<file path="src/rtl/fetch_stage.sv">
// Instruction fetch stage: drives a synchronous instruction ROM, tags returned words with their PC
// and offers them to decode over valid/ready. Optional FETCH_SKID_EN adds a 3-entry output FIFO.
module fetch_stage #(
    parameter int          DEPTH      = 512,
    parameter logic [31:0] RESET_PC   = 32'h0000_0000,
    localparam int         ADDR_WIDTH = $clog2(DEPTH)
) (
    input  logic                  i_clk,
    input  logic                  i_rst,
    output logic [ADDR_WIDTH-1:0] o_rom_addr,
    input  logic [31:0]           i_rom_data,
    input  logic                  i_redirect,
    input  logic [31:0]           i_redirect_pc,
    output logic                  o_valid,
    input  logic                  i_ready,
    output logic [31:0]           o_instr,
    output logic [31:0]           o_pc
);

    localparam logic [31:0] RESET_PC_ALIGNED = {RESET_PC[31:2], 2'b00};

    logic [31:0] redirect_target;
    logic [31:0] sel_pc;

    assign redirect_target = {i_redirect_pc[31:2], 2'b00};
    assign o_rom_addr      = sel_pc[ADDR_WIDTH+1:2];

`ifdef FETCH_SKID_EN

    logic [31:0] fetch_pc_q,    fetch_pc_d;
    logic [31:0] inflight_pc_q, inflight_pc_d;
    logic        inflight_q,    inflight_d;
    logic [1:0]  count_q,       count_d;
    logic [31:0] slot_pc_q    [3];
    logic [31:0] slot_pc_d    [3];
    logic [31:0] slot_instr_q [3];
    logic [31:0] slot_instr_d [3];

    logic        issue;
    logic        push;
    logic        pop;
    logic [1:0]  eff_count;

    // Issue decision sees only registered occupancy, so i_ready never reaches the ROM address.
    assign issue     = ({1'b0, count_q} + {2'b00, inflight_q}) <= 3'd2;
    assign push      = inflight_q;
    assign pop       = (count_q != 2'd0) & i_ready;
    assign eff_count = count_q - {1'b0, pop};

    always_comb begin
        if (i_rst) begin
            sel_pc = RESET_PC_ALIGNED;
        end else if (i_redirect) begin
            sel_pc = redirect_target;
        end else begin
            sel_pc = fetch_pc_q;
        end
    end

    always_comb begin
        fetch_pc_d    = fetch_pc_q;
        inflight_pc_d = inflight_pc_q;
        inflight_d    = inflight_q;
        count_d       = count_q;
        if (i_redirect) begin
            count_d       = 2'd0;
            inflight_d    = 1'b1;
            inflight_pc_d = redirect_target;
            fetch_pc_d    = redirect_target + 32'd4;
        end else begin
            count_d    = count_q + {1'b0, push} - {1'b0, pop};
            inflight_d = issue;
            if (issue) begin
                inflight_pc_d = fetch_pc_q;
                fetch_pc_d    = fetch_pc_q + 32'd4;
            end
        end
    end

    always_ff @(posedge i_clk or posedge i_rst) begin
        if (i_rst) begin
            fetch_pc_q    <= RESET_PC_ALIGNED;
            inflight_pc_q <= RESET_PC_ALIGNED;
            inflight_q    <= 1'b0;
            count_q       <= 2'd0;
        end else begin
            fetch_pc_q    <= fetch_pc_d;
            inflight_pc_q <= inflight_pc_d;
            inflight_q    <= inflight_d;
            count_q       <= count_d;
        end
    end

    // Shift-register FIFO: slot 0 is always the head, so outputs come straight from flops.
    for (genvar gi = 0; gi < 3; gi++) begin : g_slot
        always_comb begin
            slot_pc_d[gi]    = slot_pc_q[gi];
            slot_instr_d[gi] = slot_instr_q[gi];
            if (!i_redirect) begin
                if (pop) begin
                    if (gi < 2) begin
                        slot_pc_d[gi]    = slot_pc_q[(gi < 2) ? gi + 1 : gi];
                        slot_instr_d[gi] = slot_instr_q[(gi < 2) ? gi + 1 : gi];
                    end
                end
                if (push && (eff_count == 2'(gi))) begin
                    slot_pc_d[gi]    = inflight_pc_q;
                    slot_instr_d[gi] = i_rom_data;
                end
            end
        end

        always_ff @(posedge i_clk or posedge i_rst) begin
            if (i_rst) begin
                slot_pc_q[gi]    <= RESET_PC_ALIGNED;
                slot_instr_q[gi] <= 32'd0;
            end else begin
                slot_pc_q[gi]    <= slot_pc_d[gi];
                slot_instr_q[gi] <= slot_instr_d[gi];
            end
        end
    end

    assign o_valid = (count_q != 2'd0);
    assign o_instr = slot_instr_q[0];
    assign o_pc    = slot_pc_q[0];

`else

    logic [31:0] fetch_pc_q, fetch_pc_d;
    logic [31:0] pc_q,       pc_d;
    logic        valid_q,    valid_d;
    logic        stall;

    assign stall = valid_q & ~i_ready & ~i_redirect;

    // The ROM has no enable, so a stall re-presents the offered word's address to hold its data.
    always_comb begin
        if (i_rst) begin
            sel_pc = RESET_PC_ALIGNED;
        end else if (i_redirect) begin
            sel_pc = redirect_target;
        end else if (stall) begin
            sel_pc = pc_q;
        end else begin
            sel_pc = fetch_pc_q;
        end
    end

    always_comb begin
        pc_d       = sel_pc;
        fetch_pc_d = sel_pc + 32'd4;
        valid_d    = 1'b1;
    end

    always_ff @(posedge i_clk or posedge i_rst) begin
        if (i_rst) begin
            fetch_pc_q <= RESET_PC_ALIGNED;
            pc_q       <= RESET_PC_ALIGNED;
            valid_q    <= 1'b0;
        end else begin
            fetch_pc_q <= fetch_pc_d;
            pc_q       <= pc_d;
            valid_q    <= valid_d;
        end
    end

    assign o_valid = valid_q & ~i_redirect;
    assign o_instr = i_rom_data;
    assign o_pc    = pc_q;

`endif

endmodule

</file>
<file path="config.mk">
export PLATFORM = sky130hd
export DESIGN_NAME = fetch_stage
export DESIGN_NICKNAME = d
export VERILOG_FILES = /design/src/rtl/fetch_stage.sv
export SDC_FILE = /design/constraint.sdc
export NUM_CORES = 1
export LEC_CHECK = 0
export CORE_MARGIN = 2
export CORE_UTILIZATION = 35
export CTS_BUF_LIST = sky130_fd_sc_hd__clkbuf_16
export DETAILED_ROUTE_END_ITERATION = 6
export PLACE_DENSITY = 0.69
export SLEW_MARGIN = 10
export SYNTH_ARGS = -nofsm -noshare
export SYNTH_HDL_FRONTEND = slang
export SYNTH_SLANG_ARGS = --single-unit
</file>
<file path="constraint.sdc">
create_clock -name i_clk -period 4.9 [get_ports i_clk]
set_input_delay 1.225 -clock i_clk [delete_from_list [all_inputs] [get_ports i_clk]]
set_output_delay 1.225 -clock i_clk [all_outputs]
set_load 0.03 [all_outputs]
</file>
== After elaboration in Yosys (flattened, before gate mapping) ==
Index checks and enable logic that the tools add are counted.

* Multiplexer cells: 3
* Bitwise operators: 5
* Add/sub/neg operators: 1

{| class="wikitable"
|+ Operator list
! kind !! number
|-
| two-way mux 32 bit || 3
|-
| adder 32 x 3 -> 32 bit (second input constant) || 1
|-
| bitwise AND 1 bit || 3
|-
| inverter 1 bit || 2
|}

* Register bits after elaboration: 65
* Output and inout port bits: 74
* Bits of input ports: 68
* Word-level logic and storage cells: 12

== Longest topological paths before layout ==
Gate-level depths: netlist of run 1.

* Depth in word-level cells: 7
* Mapped depth: 14
* Depth with buffers taken out: 11

== Worst setup path after synthesis of run 1 ==
No wires, ideal clock.

* Path kind: input -> output
* From: input i_rst
* To: output o_rom_addr[2]
* Buffers on the path: 1
* Stages on the path: 5
* Path slack: 0.047 ns
* Data required time: 3.675 ns
* Arrival: 3.628 ns
* Path through: clkinv_1 o21a_1 o211ai_1 inv_1 buf_4

* Cells in the longest elaborated chain, start to end: 1

{| class="wikitable"
|+ Ends and longest elaborated chain
! what !! line !! RTL
|-
| from (decl) || 9 || <nowiki>input logic i_rst,</nowiki>
|-
| two-way mux 32 bit || 139 || <nowiki>if (i_rst) begin</nowiki>
|-
| to (decl) || 10 || <nowiki>output logic [ADDR_WIDTH-1:0] o_rom_addr,</nowiki>
|}

No other way between the ends.

== Worst setup path after layout of run 1 ==
* From: input i_ready
* To: output o_rom_addr[0]

* Cells in the longest elaborated chain, start to end: 6

{| class="wikitable"
|+ Ends and longest elaborated chain
! what !! line !! RTL
|-
| from (decl) || 15 || <nowiki>input logic i_ready,</nowiki>
|-
| inverter 1 bit || 135 || <nowiki>assign stall = valid_q & ~i_ready & ~i_redirect;</nowiki>
|-
| bitwise AND 1 bit (2 in a row) || 135 ||
|-
| two-way mux 32 bit || 143 || <nowiki>end else if (stall) begin</nowiki>
|-
| two-way mux 32 bit || 141 || <nowiki>end else if (i_redirect) begin</nowiki>
|-
| two-way mux 32 bit || 139 ||
|}

No other way between the ends.

==> results of run 1 <==
per-stage QoR:
step                      worst slack (ns)  power [mW]
after floorplan                     0.0469       0.785
after global placement               0.250       0.831
after detailed placement             0.196       0.837
after CTS                            0.169        1.39
after global routing                0.0699        1.43
final                                0.219        1.37
final timing paths:
path	from	endpoint	slack, ns
min reg2reg	fetch_pc_q[11]$_DFF_PP0_	o_pc[11]$_DFF_PP0_	0.54
max	i_ready	o_rom_addr[0]	0.22
max reg2reg	valid_q$_DFF_PP0_	fetch_pc_q[30]$_DFF_PP0_	1.55
min in group asynchronous	i_rst	o_pc[6]$_DFF_PP0_	1.68
min	fetch_pc_q[11]$_DFF_PP0_	o_pc[11]$_DFF_PP0_	0.54
max in group asynchronous	i_rst	o_pc[30]$_DFF_PP0_	2.78
cells in the final DEF (no fill, tap or decap), drive strengths merged, types with 9 or more instances in the layout:
| cell | n |
|---|---|
| clkdlybuf4s50 | 69 |
| dfrtp | 61 |
| nand2 | 42 |
| nor2 | 30 |
| inv | 26 |
| xnor2 | 24 |
| nand3 | 17 |
| buf | 16 |
| a21oi | 13 |
| and3 | 11 |
| clkbuf | 9 |
flip-flops by register name, summed over array words and instances, names as in the netlist:
signal	cells
o_pc	30
valid_q	1
fetch_pc_q	30
layer usage:
| layer | global-route usage, % | wire length (um) | share of wire, % | vias up |
|---|---|---|---|---|
| li1 | - | - | - | 1357 |
| met1 | 21.4 | 3960 | 44 | 1389 |
| met2 | 26.3 | 4300 | 48 | 105 |
| met3 | 2.74 | 500 | 5.5 | 24 |
| met4 | 10.6 | 269 | 3.0 | 0 |
| met5 | 0 | 0 | 0 | - |
critical path: cells and delay by family:
kind	cells	cell delay, ns
and+or+nand+nor	2	0.35
buffers and inverters	4	1.54
AOI/OAI and AO/OA	1	0.33
power by group through the flow:
stage	registers (mW)	logic [mW]	clock network, mW
floorplan	0.601	0.184	0
detailed placement	0.571	0.266	0
global route	0.566	0.286	0.579
CTS	0.563	0.268	0.558
global placement	0.569	0.262	0
finish	0.563	0.265	0.544
layout make-up:
type | count | area share [%]
Inverter | 25 | 2.15
Clock inverter | 7 | 0.775
Timing Repair Buffer | 85 | 18.5
Sequential cell | 61 | 35.0
Tap cell | 133 | 3.82
Clock buffer | 9 | 5.16
Multi-Input combinational cell | 240 | 34.6
cell families (layout without fill, tap and decap cells):
family,after synthesis,after routing
compound gates,57,57
fa+ha+maj,1,1
buf+inv,87,126
other cells,2,3
flops,61,61
xor+xnor,28,28
mux,3,3
simple gates,148,148
==> results.sh, run 1 <==
export IMPL_status="finished clean"
export IMPL_antenna_found_initial=0
export IMPL_area_delta_synth_final_pct=22.4
export IMPL_p_sw_mw=0.390
export IMPL_fin_util_pct=44.4
export IMPL_final_cells=560
export IMPL_die_area_sq_um=11000
export IMPL_rsz0062_at_grt="false"
export IMPL_crit_fanout=12
export IMPL_finalWorstPathRequiredPeriod_ns=4.68
export IMPL_clock_skew_ns=0.00257
export IMPL_grt_start_max_net_pins=43
export IMPL_num_vias=2875
export IMPL_yosysUniqueCellTypes=51
export IMPL_clock_sinks=61
export IMPL_tightest_slew_ns=0.655
export IMPL_grt_usage_pct=16.7
export IMPL_yosysMostFrequentCell="dfrtp_1"
export IMPL_r2r_cells=11
export IMPL_avgSynthCellArea_sq_um=9.21
export IMPL_design_area_sq_um=4360
export IMPL_ys_flop_type="dfrtp_1"
export IMPL_synth_ff_latch_count=61
export IMPL_yosys_warnings=0
export IMPL_ant_nets=0
export IMPL_clock_latency_ns=0.32
export IMPL_synth_adder_area_share_pct=0.351
export IMPL_power_leakage_nw=1.92
export IMPL_min_path_type="flop to flop"
export IMPL_netlist_top_cells_count="61 x dfrtp_1, 46 x buf_4, 42 x nand2_1"
export IMPL_fin_hold_ws_ns=0.539
export IMPL_slew_viol_final=0
export IMPL_p_seq_share_pct=41.0
export IMPL_swShare_pct=28.4
export IMPL_grt_pass1_vias=2925
export IMPL_power_density_nw_per_um2=315
export IMPL_arrival_ns=3.46
export IMPL_core_area_sq_um=9820
export IMPL_cp_cell_sequence="clkdlybuf4s50_1, nand2b_1, nand2_1, buf_4, o21ai_1, inv_1, clkdlybuf4s50_1"
export IMPL_synthSimpleGateAreaFrac_pct=21.8
export IMPL_ys_seq_area_share_pct=42.8
export IMPL_ir_drop_v=0.000193
export IMPL_cts_tree="done"
export IMPL_power_frac_clock_pct=39.7
export IMPL_synth_top_area_share_pct=42.8
export IMPL_overflow=0
export IMPL_seqCellArea_sq_um=1530
export IMPL_setup_viol=0
export IMPL_max_cap_viol_count=0
export IMPL_p_int_mw=0.982
export IMPL_placed_area_sq_um=4100
export IMPL_netlist_area_sq_um=3560
export IMPL_die_x_um=105
export IMPL_routabilityCongestion=0.817
export IMPL_rows=36
export IMPL_synth_top_family_by_area="simple AND/OR/NAND/NOR gates"
export IMPL_fillers=968
export IMPL_wl_per_cell_um=16.1
export IMPL_die_h_um=105
export IMPL_cts_resized=0
export IMPL_hold_depth=1
export IMPL_io_buffers=73
export IMPL_relSlewSlack_pct=55.9
export IMPL_drt_pass1_iter_count=4
export IMPL_grt_pass1_wl_um=14500
export IMPL_htree_levels=3
export IMPL_synth_compound_gate_area_share_pct=12.0
export IMPL_path_clk_slew_ns=0.05
export IMPL_setup_tns_ns=0
export IMPL_finalWirelength_um=9040
export IMPL_io_pin_count=142
export IMPL_dp_cells=544
export IMPL_crit_top_cell="clkdlybuf4s50_1"
export IMPL_yosysTopAreaCell="dfrtp_1"
export IMPL_hold_viol=0
export IMPL_cts_setup_buffers=0
export IMPL_cts_buffer_depth=2
export IMPL_diodes=0
export IMPL_synthCells=387
export IMPL_drt_iter0_drc=144
export IMPL_holdBufCountCts=0
export IMPL_finalNetCount=491
export IMPL_initial_utilization_pct=36.3
export IMPL_synth_edff_count=0
export IMPL_root_buffer="clkbuf_16"
export IMPL_hpwlAfterDp_um=6600
export IMPL_route_detailed_drc=0
export IMPL_avgViaCountPerCell=5.13
export IMPL_synthArstFlopShare_pct=100
export IMPL_post_route_period_util_pct=95.5
export IMPL_endpoint_kind="primary output"
export IMPL_max_freq_mhz=214
export IMPL_required_ns=3.67
export IMPL_synthTopCellsByArea="dfrtp_1 43%, buf_4 9.7%, xnor2_1 5.9%, nand2_1 4.4%, nor2_1 3.2%"
export IMPL_synth_xor_area_share_pct=6.88
export IMPL_cp_slowest_stage_delay_ns=0.62
export IMPL_multi_input_area_sq_um=1510
export IMPL_numCtsBuffers=9
export IMPL_synthMuxAreaShare_pct=0.843
export IMPL_combPwrFrac_pct=19.3
export IMPL_cp_start_kind="input port"
export IMPL_drive_gt1_share_pct=9.37
export IMPL_slowest_stage="clkdlybuf4s50_1"
export IMPL_crit_type="input port to primary output"
(Power assumes the default switching activity.)
==> run 2: changes to the inputs <==
SKIP_CTS_REPAIR_TIMING = 1   (was unset)
==> results of run 2 <==
Same layout as run 1: the final DEF is identical, and so are final timing and power.
==> run 3: changes to the inputs <==
ABC_CLOCK_PERIOD_IN_PS = 4900   (was unset)
HOLD_SLACK_MARGIN = 0.1   (was unset)
TNS_END_PERCENT = 20   (was unset)
==> results of run 3 <==
Same layout as run 1: the final DEF is identical, and so are final timing and power.
